### src/rtl/cdb_broadcast_pkg.sv
// Shared types for the complete-stage CDB arbiter: result packet, CDB tag
// bundle, per-FU ready bundle and the FU bit ordering.
package cdb_broadcast_pkg;

  localparam int PRW  = 6;
  localparam int XLEN = 32;
  localparam int ROBW = 5;
  localparam int NFU  = 8;
  localparam int CDBW = 3;
  localparam int PTRW = $clog2(NFU);

  typedef enum logic [2:0] {
    FU_ALU_1  = 3'd0,
    FU_ALU_2  = 3'd1,
    FU_ALU_3  = 3'd2,
    FU_MULT_1 = 3'd3,
    FU_MULT_2 = 3'd4,
    FU_LS_1   = 3'd5,
    FU_LS_2   = 3'd6,
    FU_BRANCH = 3'd7
  } fu_idx_e;

  typedef struct packed {
    logic [PRW-1:0]  dest_pr;
    logic [XLEN-1:0] value;
    logic [ROBW-1:0] rob_idx;
  } FU_RESULT_PACKET;

  typedef struct packed {
    logic [PRW-1:0] t2;
    logic [PRW-1:0] t1;
    logic [PRW-1:0] t0;
  } CDB_T_PACKET;

  // Last field is bit 0 so the struct lines up with the fu_idx_e ordering.
  typedef struct packed {
    logic branch;
    logic storeload_2;
    logic storeload_1;
    logic mult_2;
    logic mult_1;
    logic alu_3;
    logic alu_2;
    logic alu_1;
  } FU_STATE_PACKET;

  localparam int RESW = $bits(FU_RESULT_PACKET);

  function automatic FU_RESULT_PACKET result_mux(
    input FU_RESULT_PACKET [NFU-1:0] slots,
    input logic [NFU-1:0]            onehot
  );
    logic [RESW-1:0] acc;
    acc = '0;
    for (int k = 0; k < NFU; k++) begin
      acc = acc | (slots[k] & {RESW{onehot[k]}});
    end
    return FU_RESULT_PACKET'(acc);
  endfunction

endpackage

### src/rtl/cdb_broadcast_if.sv
// FU-side and CDB-side bundle of the complete-stage arbiter.
interface cdb_broadcast_if;
  import cdb_broadcast_pkg::*;

  logic [NFU-1:0]               fu_done;
  FU_RESULT_PACKET [NFU-1:0]    fu_result;
  logic [NFU-1:0]               fu_busy;
  CDB_T_PACKET                  cdb_t;
  FU_RESULT_PACKET [CDBW-1:0]   cdb_pckt;
  logic [CDBW-1:0]              cdb_valid;
  FU_STATE_PACKET               fu_ready;

  modport master (
    output fu_done, fu_result, fu_busy,
    input  cdb_t, cdb_pckt, cdb_valid, fu_ready
  );

  modport slave (
    input  fu_done, fu_result, fu_busy,
    output cdb_t, cdb_pckt, cdb_valid, fu_ready
  );
endinterface

### src/rtl/cdb_broadcast_chk.sv
// Protocol checks for the complete-stage arbiter.
module cdb_broadcast_chk
  import cdb_broadcast_pkg::*;
(
  input logic           clock,
  input logic           reset,
  input logic           squash,
  input logic [NFU-1:0] fu_done,
  input logic [NFU-1:0] slot_valid,
  input logic [NFU-1:0] grant
);

  // A unit may only finish into an empty slot or one draining this edge.
  overwrite_a: assert property (@(posedge clock) disable iff (reset)
    !squash |-> ((fu_done & slot_valid & ~grant) == {NFU{1'b0}}))
    else $error("cdb_broadcast: result overwrote pending slot(s) %b",
                fu_done & slot_valid & ~grant);

endmodule

### src/rtl/cdb_broadcast_rr_sel8.sv
// Rotating-priority selector: up to CDBW one-hot grants starting at ptr,
// first grant on the highest lane, plus the pointer past the last grant.
module rr_sel8
  import cdb_broadcast_pkg::*;
(
  input  logic [NFU-1:0]             req,
  input  logic [PTRW-1:0]            ptr,
  output logic [CDBW-1:0][NFU-1:0]   gnt,
  output logic [PTRW-1:0]            next_ptr
);

  logic [PTRW-1:0] idx;
  logic [1:0]      cnt;
  logic [1:0]      lane;

  // Walk the slots from ptr, filling lanes top-down.
  always_comb begin
    gnt      = '0;
    next_ptr = ptr;
    idx      = ptr;
    cnt      = 2'd0;
    lane     = 2'd0;
    for (int i = 0; i < NFU; i++) begin
      idx = ptr + PTRW'(i);
      if (req[idx] && (cnt < 2'(CDBW))) begin
        lane           = 2'(CDBW - 1) - cnt;
        gnt[lane][idx] = 1'b1;
        next_ptr       = idx + {{(PTRW-1){1'b0}}, 1'b1};
        cnt            = cnt + 2'd1;
      end else begin
        lane = lane;
      end
    end
  end

endmodule

### src/rtl/cdb_broadcast.sv
// Complete-stage arbiter: one holding slot per FU, up to three results per
// cycle onto the CDB, and per-FU ready back to issue select.
module cdb_broadcast
  import cdb_broadcast_pkg::*;
(
  input  logic           clock,
  input  logic           reset,
  input  logic           squash,
  cdb_broadcast_if.slave bus
);

  logic [NFU-1:0]             slot_valid;
  FU_RESULT_PACKET [NFU-1:0]  slot;
  logic [PTRW-1:0]            ptr;
  logic [PTRW-1:0]            next_ptr;
  logic [CDBW-1:0][NFU-1:0]   gnt;
  logic [NFU-1:0]             grant;
  FU_RESULT_PACKET [CDBW-1:0] cdb_pckt_q;
  logic [CDBW-1:0]            cdb_valid_q;

  rr_sel8 u_sel (
    .req      (slot_valid),
    .ptr      (ptr),
    .gnt      (gnt),
    .next_ptr (next_ptr)
  );

  // Union of the per-lane grants.
  always_comb begin
    grant = '0;
    for (int l = 0; l < CDBW; l++) begin
      grant = grant | gnt[l];
    end
  end

  // Slot capture/drain, CDB registers and rotate pointer.
  always_ff @(posedge clock or posedge reset) begin
    if (reset) begin
      slot_valid  <= '0;
      slot        <= '0;
      ptr         <= '0;
      cdb_pckt_q  <= '0;
      cdb_valid_q <= '0;
    end else if (squash) begin
      slot_valid  <= '0;
      cdb_pckt_q  <= '0;
      cdb_valid_q <= '0;
    end else begin
      for (int k = 0; k < NFU; k++) begin
        // A same-edge finish refills a draining slot with no bubble.
        if (bus.fu_done[k]) begin
          slot_valid[k] <= 1'b1;
          slot[k]       <= bus.fu_result[k];
        end else if (grant[k]) begin
          slot_valid[k] <= 1'b0;
        end
      end
      for (int l = 0; l < CDBW; l++) begin
        cdb_valid_q[l] <= |gnt[l];
        cdb_pckt_q[l]  <= result_mux(slot, gnt[l]);
      end
      ptr <= next_ptr;
    end
  end

  // Idle lanes hold an all-zero packet, so their tag is the zero register.
  assign bus.cdb_pckt  = cdb_pckt_q;
  assign bus.cdb_valid = cdb_valid_q;
  assign bus.cdb_t     = '{t2: cdb_pckt_q[2].dest_pr,
                           t1: cdb_pckt_q[1].dest_pr,
                           t0: cdb_pckt_q[0].dest_pr};

  assign bus.fu_ready  = FU_STATE_PACKET'((~slot_valid | grant) & ~bus.fu_busy);

  cdb_broadcast_chk u_chk (
    .clock      (clock),
    .reset      (reset),
    .squash     (squash),
    .fu_done    (bus.fu_done),
    .slot_valid (slot_valid),
    .grant      (grant)
  );

endmodule

### src/flat_wrapper.sv
// flat-port wrapper written by rule: the top's interface ports become plain ports
module cdb_broadcast_flat import cdb_broadcast_pkg::*;
  (clock, reset, squash, bus_fu_done, bus_fu_result, bus_fu_busy, bus_cdb_t, bus_cdb_pckt, bus_cdb_valid, bus_fu_ready);
  cdb_broadcast_if bus_i ();
  input  logic clock;
  input  logic reset;
  input  logic squash;
  input wire logic [$bits(bus_i.fu_done)-1:0] bus_fu_done;
  input wire logic [$bits(bus_i.fu_result)-1:0] bus_fu_result;
  input wire logic [$bits(bus_i.fu_busy)-1:0] bus_fu_busy;
  output wire logic [$bits(bus_i.cdb_t)-1:0] bus_cdb_t;
  output wire logic [$bits(bus_i.cdb_pckt)-1:0] bus_cdb_pckt;
  output wire logic [$bits(bus_i.cdb_valid)-1:0] bus_cdb_valid;
  output wire logic [$bits(bus_i.fu_ready)-1:0] bus_fu_ready;
  assign bus_i.fu_done = bus_fu_done;
  assign bus_i.fu_result = bus_fu_result;
  assign bus_i.fu_busy = bus_fu_busy;
  assign bus_cdb_t = bus_i.cdb_t;
  assign bus_cdb_pckt = bus_i.cdb_pckt;
  assign bus_cdb_valid = bus_i.cdb_valid;
  assign bus_fu_ready = bus_i.fu_ready;
  cdb_broadcast u_core (.clock(clock), .reset(reset), .squash(squash), .bus(bus_i));
endmodule
### config.mk
export PLATFORM = sky130hd
export DESIGN_NAME = cdb_broadcast_flat
export DESIGN_NICKNAME = d
export VERILOG_FILES = /design/src/rtl/cdb_broadcast_pkg.sv /design/src/rtl/cdb_broadcast_if.sv /design/src/rtl/cdb_broadcast_chk.sv /design/src/rtl/cdb_broadcast_rr_sel8.sv /design/src/rtl/cdb_broadcast.sv /design/src/flat_wrapper.sv
export SDC_FILE = /design/constraint.sdc
export NUM_CORES = 1
export LEC_CHECK = 0
export ABC_AREA = 1
export CAP_MARGIN = 20
export CORE_MARGIN = 3
export CORE_UTILIZATION = 57
export DETAILED_ROUTE_END_ITERATION = 10
export PLACE_DENSITY = 0.9
export SLEW_MARGIN = 20
export SYNTH_ARGS = -nofsm -noshare
export SYNTH_HDL_FRONTEND = slang
export SYNTH_SLANG_ARGS = --single-unit
### constraint.sdc
create_clock -name clock -period 36.4 [get_ports clock]
set_input_delay 3.64 -clock clock [delete_from_list [all_inputs] [get_ports clock]]
set_output_delay 3.64 -clock clock [all_outputs]
set_load 0.05 [all_outputs]
* Word-level counts from Yosys, hierarchy flattened *
Cells that the tools add are included.

cells by class
  $add $sub $neg = 27
  magnitude comparators = 37
  mux-type cells = 88
  bitwise logic cells = 59
  reductions and logical operators = 43

operators by type and width
  cell                                                                    number
  43-bit AND                                                              24
  43-bit bitwise OR                                                       21
  24-bit 2-to-1 mux                                                       7
  24-bit bitwise OR                                                       7
  129-bit 2-to-1 mux                                                      1
  8-bit demux with 2-bit select                                           7
  8-bit 2-to-1 mux                                                        9
  1-bit 2-to-1 mux                                                        33
  3-bit by 4-bit < comparator with 1-bit output (second input constant)   8
  3-bit 2-to-1 mux                                                        9
  3-bit by 1-bit adder with 3-bit output (second input constant)          8
  1-bit binary-select mux with 3-bit select                               8
  1-bit demux with 3-bit select                                           8
  3-bit by 1-bit >= comparator with 1-bit output (second input constant)  8
  8-bit bitwise OR                                                        3
  3-bit nonzero test                                                      8
  8-bit OR reduction                                                      3
  1-bit logical AND                                                       22
  2-bit by 3-bit < comparator with 1-bit output (second input constant)   7
  2-bit AND reduction                                                     9
  8-bit NOT                                                               2
  2-bit by 1-bit >= comparator with 1-bit output (second input constant)  7
  2-bit < comparator (second input constant)                              7
  2-bit subtractor (first input constant)                                 7
  7 further kinds                                                         21

storage, ports and cells
  flip-flop bits (word level) = 487
  input bits = 363

* Logic depth before layout (Yosys ltp) *
Gate-level depths: netlist (run 1).

  depth after elaboration = 37
  gate-level depth with buffers = 45
  gate-level depth less buffers = 42

* Modules after synthesis *
From an unflattened synthesis (run 1), not the netlist that was laid out.

unflattened totals
  cells, all modules = 4296
  area, all modules = 28436.0 um2

by module, submodules not included
  module         instances  cells an instance  area an instance (um2)  seq. area each (um2)
  cdb_broadcast  1          3795               25648.3                 12186.7
  rr_sel8        1          501                2787.7                  0.0

* Worst setup path before layout (run 1) *
Ideal clock, no wire load.

  path type = reg-to-output
  from = register u_core.ptr[0]
  to = output bus_fu_ready[5]
  data arrival time = 6.632 ns
  data required time = 32.760 ns
  setup slack = 26.128 ns
  stages on the path, launching flop included = 41
  path buffers = 4
  cell sequence = dfrtp_1 -> buf_6 -> inv_4 -> buf_6 -> ha_1 -> inv_2 -> o21ai_0 -> nand2_1 -> nand2_1 -> ha_1 -> nand2_1 -> nand3_4 -> nand2_4 -> inv_2 -> ha_1 -> inv_1 -> nand2_1 -> nand2_1 -> [5 not listed] -> a21oi_2 -> o21ai_4 -> inv_1 -> nand2_1 -> nand2_1 -> inv_1 -> ha_1 -> inv_1 -> nand3_1 -> inv_1 -> clkbuf_1 -> nand2_1 -> nand2_4 -> nand2_4 -> o21ai_4 -> buf_2 -> inv_1 -> a31oi_1

on the way
  cells in the longest elaborated chain, start to end = 32
  elaborated cells on any way between the ends = 151

ends and longest elaborated chain
  item                                       RTL line                     RTL
  start, declared                            cdb_broadcast.sv:14          logic [PTRW-1:0] ptr;
  start signal, assigned                     cdb_broadcast.sv:62          ptr <= next_ptr;
  1-bit binary-select mux with 3-bit select  cdb_broadcast_rr_sel8.sv:25  if (req[idx] && (cnt < 2'(CDBW))) begin
  1-bit 2-to-1 mux (not written as such)     cdb_broadcast_rr_sel8.sv:25
  1-bit 2-to-1 mux                           cdb_broadcast_rr_sel8.sv:25
  2-bit < comparator                         cdb_broadcast_rr_sel8.sv:25
  1-bit logical AND                          cdb_broadcast_rr_sel8.sv:25
  2-bit 2-to-1 mux                           cdb_broadcast_rr_sel8.sv:25
  2-bit < comparator                         cdb_broadcast_rr_sel8.sv:25
  1-bit logical AND                          cdb_broadcast_rr_sel8.sv:25
  [16 not listed]                            n/a
  8-bit 2-to-1 mux (not written as such)     cdb_broadcast_rr_sel8.sv:27  gnt[lane][idx] = 1'b1;
  8-bit demux with 2-bit select              cdb_broadcast_rr_sel8.sv:27
  24-bit bitwise OR (no line)                n/a
  24-bit 2-to-1 mux *                        cdb_broadcast_rr_sel8.sv:25
  8-bit bitwise OR                           cdb_broadcast.sv:32          grant = grant | gnt[l];
  8-bit bitwise OR *                         cdb_broadcast.sv:32
  8-bit bitwise OR *                         cdb_broadcast.sv:73          assign bus.fu_ready = FU_STATE_PACKET'((~slot_valid | grant) & ~bus.fu_busy);
  8-bit AND *                                cdb_broadcast.sv:73
  end, declared                              flat_wrapper.sv:14           output wire logic [$bits(bus_i.fu_ready)-1:0] bus_fu_ready;

Every way passes the cells marked *; elsewhere a longest branch is shown, timed or not. The select of a mux whose other input is x is not followed.

* Worst setup path after layout (run 1) *
  from = register u_core.ptr[0]
  to = output bus_fu_ready[6]

The elaborated chain is that of the path after synthesis.

==> results.sh, run 1 <==
export IMPL_cts_buffer_depth=3
export IMPL_cts_hold_fix_buffers=0
export IMPL_ys_warn_count=0
export IMPL_cp_max_fo=44
export IMPL_status="completed"
export IMPL_numPortBuffers=520
export IMPL_core_area_mm2=0.0471
export IMPL_setup_viol=0
export IMPL_cts_tree="done"
export IMPL_die_h_um=226
export IMPL_htreeDepth=2
export IMPL_syn_nets=4057
export IMPL_critPathBufInv=14
export IMPL_cp_start_kind="register"
export IMPL_ctsResizeCount=0
export IMPL_ys_seq_area_share_pct=44.2
export IMPL_antenna_found_initial=8
export IMPL_critical_path_top_delay_family="buffers and inverters"
export IMPL_routed_wl_um=115000
export IMPL_hold_path_class="reg -> reg"
export IMPL_worstMarginPinSlew_ps=1200
export IMPL_synth_distinct_cells=40
export IMPL_max_stage_delay_ps=860
export IMPL_grt_pass1_vias=28200
export IMPL_syn_inst=3670
export IMPL_grt_use_total_pct=44.2
export IMPL_die_area_mm2=0.0511
export IMPL_synthToLayoutAreaGrowth_pct=25.6
export IMPL_crit_type="reg -> out"
export IMPL_nets=4473
export IMPL_clkSinkCount=487
export IMPL_rsz0062_at_grt="no"
export IMPL_fp_row_count=79
export IMPL_drtAntennaViolNets=0
export IMPL_post_cts_repair_setup_buffers=0
export IMPL_cts_inserted_buffers=51
export IMPL_wl_per_cell_um=24.2
export IMPL_crit_path_end_kind="output pin"
export IMPL_cts_root_buf="clkbuf_16"
export IMPL_drtIter0Drc=4296
export IMPL_drv_cap=0
export IMPL_drtPass1Iterations=9
export IMPL_vias=28900
export IMPL_finalInstanceArea_mm2=0.0346
export IMPL_ioPinCount=521
export IMPL_skew_ps=21.9
export IMPL_crit_required_ps=32760
export IMPL_dp_hpwl_um=73300
export IMPL_avgSynthCellArea_um2=7.51
export IMPL_relSlewSlack_pct=20.1
export IMPL_place_area_mm2=0.0328
export IMPL_clk_latency_ps=630
export IMPL_rrSetupSlack_ps=27570
export IMPL_drc=0
export IMPL_critical_path_arrival_ps=9650
export IMPL_synth_area_mm2=0.0276
export IMPL_report_final_slew_viol_count=0
export IMPL_crit_top_cell="nand2_1"
export IMPL_gp_congestion=1.05
export IMPL_tns_ps=0
export IMPL_period_needed_ps=13290
export IMPL_start_util_pct=58.5
export IMPL_vias_per_cell=6.09
export IMPL_mostFrequentLayoutCell="nand2_1"
export IMPL_worst_path_max_delay_cell="clkdlybuf4s50_1"
export IMPL_grt_max_degree=117
export IMPL_post_route_period_util_pct=36.5
export IMPL_hold_viol=0
export IMPL_clk_pin_slew_ps=60
export IMPL_layout_common_cells="1912 x nand2_1, 519 x clkdlybuf4s50_1, 487 x dfrtp_1"
export IMPL_synth_ff_latch_count=487
export IMPL_max_freq_mhz=75.2
export IMPL_grt_pass1_wl_um=170000
export IMPL_die_w_um=226
export IMPL_grt_overflow_total=0
export IMPL_drive_gt1_share_pct=11.4
## logic make-up (layout without fill, tap and decap cells)
group | count (synthesis) | after routing | share of synthesized area, %
other cells | 0 | 3 | 0
fa+ha+maj | 24 | 24 | 1.09
simple gates | 2405 | 2405 | 34.2
flops | 487 | 487 | 44.2
xor+xnor | 4 | 4 | 0.127
mux | 258 | 258 | 10.5
buf+inv | 257 | 716 | 4.76
compound gates | 235 | 235 | 5.09
## worst paths after layout
kind,start,cells after the start,to
max,u_core.ptr[0],40,bus_fu_ready[6]
min,u_core.slot[140],2,u_core.slot[140]
max reg2reg,u_core.ptr[0],43,u_core.bus.cdb_pckt[2]
min reg2reg,u_core.slot[140],2,u_core.slot[140]
max in group asynchronous,reset,4,u_core.slot[12]
min in group asynchronous,reset,2,u_core.bus.cdb_pckt[0]
## worst min-delay path, delay by kind of cell, from the launching register on
kind,cells,cell delay (ps)
flops,1,380
simple gates,2,130
## synth_stat cells
master	number	area share, %
nor3_2	2	0.073
mux2_2	258	11
a32oi_1	6	0.19
o211ai_1	2	0.054
o22ai_1	1	0.023
a22oi_1	3	0.082
nand3b_1	1	0.027
nor2_2	1	0.023
clkbuf_1	63	0.86
nand2_1	1920	26
dfrtp_1	487	44
a21oi_1	142	2.6
nand3_2	10	0.36
nand2_4	7	0.29
inv_4	1	0.023
nor3_1	10	0.18
a21o_4	1	0.054
or2_2	2	0.045
nand3_4	1	0.064
buf_4	65	1.8
o21ai_0	20	0.36
nand3_1	90	1.6
inv_1	48	0.65
o21ai_4	9	0.53
xor2_1	3	0.095
buf_2	56	1.0
ha_1	24	1.1
a31oi_1	30	0.68
nand4_1	20	0.45
xnor2_1	1	0.032
o21ai_1	10	0.18
clkinv_1	4	0.054
nor2_1	310	4.2
or2_1	2	0.045
inv_2	10	0.14
a21oi_2	1	0.032
buf_6	4	0.16
nand2_2	29	0.66
buf_1	6	0.082
o2111ai_1	10	0.32
## final cells by class
class	count	area [um^2]
diodes	3	7.51
clock buffers	66	1430
repair buffers	557	5480
fillers	3473	12500
flip-flops and latches	487	12200
well taps	607	759
clock inverters	30	434
multi-input cells	2926	14100
inverters	63	248
## metal layers
layer	share of wire (%)	vias up	global-route usage, %
met3	14	652	15.1
met2	43	2549	65.6
met4	7.9	10	30.8
li1	-	12400	-
met5	0.052	-	0
met1	35	13200	54.3
## registers in the layout, indices dropped and copies added (netlist names)
signal                cells
u_core.bus.cdb_valid      3
u_core.bus.cdb_pckt     129
u_core.slot_valid         8
u_core.ptr                3
u_core.slot             344
## per-stage QoR
step	utilization, %	hold WS (ps)	instances	setup slack [ps]
6_report	73.5	537	4739	23110
5_1_grt	73.5	556	4737	22590
4_1_cts	73.5	537	4736	23520
3_5_place_dp	69.5	519	4640	24190
3_3_place_gp	69.5	510	4640	24240
2_1_floorplan	-	493	3670	19170
Power of run 1 is left out: the tool's default activity adds up to more than one toggle a clock period on the data nets, which glitch-free logic cannot reach.
==> run 2, diff against run 1 <==
- CORE_UTILIZATION: 57 -> 53
- PLACE_DENSITY: 0.9 -> 0.85
- clock period: 36.4 -> 12.9 ns (I/O delays scaled with it)
==> run 2 against run 1 <==
  * First-iteration DRC count is 3.7% lower
  * Cell area is 0.11% higher
  * Core utilization shrank 5.2 points
  * Count of clock-buffer cells in the layout rose by 3
  * Via count shrank 1.8%
  * Die area is 7.3% higher
  * Register-to-register slack worse by 23000 ps
  * Worst hold slack got worse by 0.62 ps
  * Worst setup slack got worse by 21000 ps
  * Sequential cell count is the same
  * Critical path depth unchanged
  * Largest cell class unchanged
==> results.sh, run 2 (same netlist as run 1, synthesis figures left out) <==
export IMPL_ioPinCount=521
export IMPL_drc=0
export IMPL_antenna_found_initial=8
export IMPL_worstHoldEndpoint="u_core.slot[69]"
export IMPL_core_area_mm2=0.0508
export IMPL_layout_common_cells="1912 x nand2_1, 519 x clkdlybuf4s50_1, 487 x dfrtp_1"
export IMPL_report_final_slew_viol_count=0
export IMPL_drtAntennaViolNets=0
export IMPL_drtPass1Iterations=9
export IMPL_dp_hpwl_um=72300
export IMPL_period_needed_ps=10770
export IMPL_max_stage_delay_ps=850
export IMPL_start_util_pct=54.3
export IMPL_crit_required_ps=11610
export IMPL_cts_buffer_depth=3
export IMPL_synthToLayoutAreaGrowth_pct=25.8
export IMPL_post_route_period_util_pct=83.5
export IMPL_clk_pin_slew_ps=60
export IMPL_max_freq_mhz=92.8
export IMPL_nets=4476
export IMPL_vias=28300
export IMPL_setup_viol=0
export IMPL_cts_inserted_buffers=52
export IMPL_cp_startpoint="u_core.ptr[0]"
export IMPL_worstMarginPinSlew_ps=1190
export IMPL_wl_per_cell_um=23.5
export IMPL_hold_path_startpoint="u_core.slot[69]"
export IMPL_htreeDepth=2
export IMPL_crit_path_end_kind="output pin"
export IMPL_drive_gt1_share_pct=11.4
export IMPL_die_h_um=234
export IMPL_grt_overflow_total=0
export IMPL_tns_ps=0
export IMPL_drtIter0Drc=4139
export IMPL_routed_wl_um=113000
export IMPL_die_w_um=234
export IMPL_cts_hold_fix_buffers=0
export IMPL_fp_row_count=82
export IMPL_cp_max_fo=44
export IMPL_skew_ps=37.2
export IMPL_clkSinkCount=487
export IMPL_cts_root_buf="clkbuf_16"
export IMPL_worst_path_max_delay_cell="clkdlybuf4s50_1"
export IMPL_r2r_end="u_core.bus.cdb_pckt[4]"
export IMPL_critical_path_arrival_ps=9480
export IMPL_status="completed"
export IMPL_grt_use_total_pct=40.7
export IMPL_vias_per_cell=5.89
export IMPL_post_cts_repair_setup_buffers=0
export IMPL_mostFrequentLayoutCell="nand2_1"
export IMPL_instances_no_fill=4811
export IMPL_reg2reg_from="u_core.ptr[0]"
export IMPL_ctsResizeCount=0
export IMPL_hold_viol=0
export IMPL_holdPathStages=2
export IMPL_rsz0062_at_grt="no"
export IMPL_hold_path_class="reg -> reg"
export IMPL_place_area_mm2=0.0329
export IMPL_crit_top_cell="nand2_1"
export IMPL_grt_pass1_wl_um=167000
export IMPL_place_inst=4707
export IMPL_clk_latency_ps=630
export IMPL_grt_pass1_vias=27500
export IMPL_cp_start_kind="register"
export IMPL_drv_cap=0
export IMPL_relSlewSlack_pct=20.7
export IMPL_die_area_mm2=0.0548
export IMPL_largest_register_ffs=344
export IMPL_numPortBuffers=520
export IMPL_grt_max_degree=169
export IMPL_gp_congestion=1.04
export IMPL_finalInstanceArea_mm2=0.0347
export IMPL_regMostFlops="u_core.slot"
export IMPL_crit_type="reg -> out"
export IMPL_rrSetupSlack_ps=4340
export IMPL_cts_tree="done"
export IMPL_r2r_cells=43
run 2: changes by cell type in the layout (fill, tap and decap cells not counted), moves of 2 or more:
cell / delta
bufinv_16: -6
diode_2: +6
clkbuf_8: +5
clkinv_2: -3
inv_6: +3
clkbuf_1: -2
run 2: critical path: cells and delay by family (launching register included):
| kind | cells | cell delay [ps] |
|---|---|---|
| AND/OR/NAND/NOR | 16 | 2190 |
| AO/OA/AOI/OAI | 4 | 1210 |
| buffers and inverters | 14 | 2950 |
| flip-flops | 1 | 810 |
| adder cells (fa/ha/maj) | 6 | 1640 |
run 2: area by class of cell:
type	instances	area, um^2
clock inverters	26	289
diodes	9	22.5
inverters	63	245
well taps	672	841
fillers	4033	16100
flip-flops and latches	487	12200
clock buffers	69	1490
multi-input cells	2926	14100
repair buffers	559	5510
run 2: worst max-delay path by stage:
stage,cells after the start,slack (ps),end
after detailed placement,40,3020,bus_fu_ready[6]
after global routing,40,1590,bus_fu_ready[6]
final,40,2130,bus_fu_ready[6]
after CTS,40,2360,bus_fu_ready[6]
after global placement,39,3080,bus_fu_ready[6]
after floorplan,40,4980,bus_fu_ready[5]
run 2: metal layers:
metal / vias to the layer above / wire (um) / global-route usage [%] / part of all wire [%]
li1: 12400 / - / - / -
met1: 13000 / 40700 / 51.5 / 36
met2: 2314 / 48500 / 60.1 / 43
met3: 563 / 15500 / 12.7 / 14
met4: 4 / 8420 / 27.3 / 7.4
met5: - / 25 / 0.268 / 0.022
run 2: stage by stage:
stage	utilization, %	setup WS, ps	hold WS [ps]
floorplan	-	4980	493
global placement	64.7	3080	515
detailed placement	64.7	3020	514
CTS	68.2	2360	531
global route	68.3	1590	562
finish	68.3	2130	537
Power of run 2 is left out for the same reason.
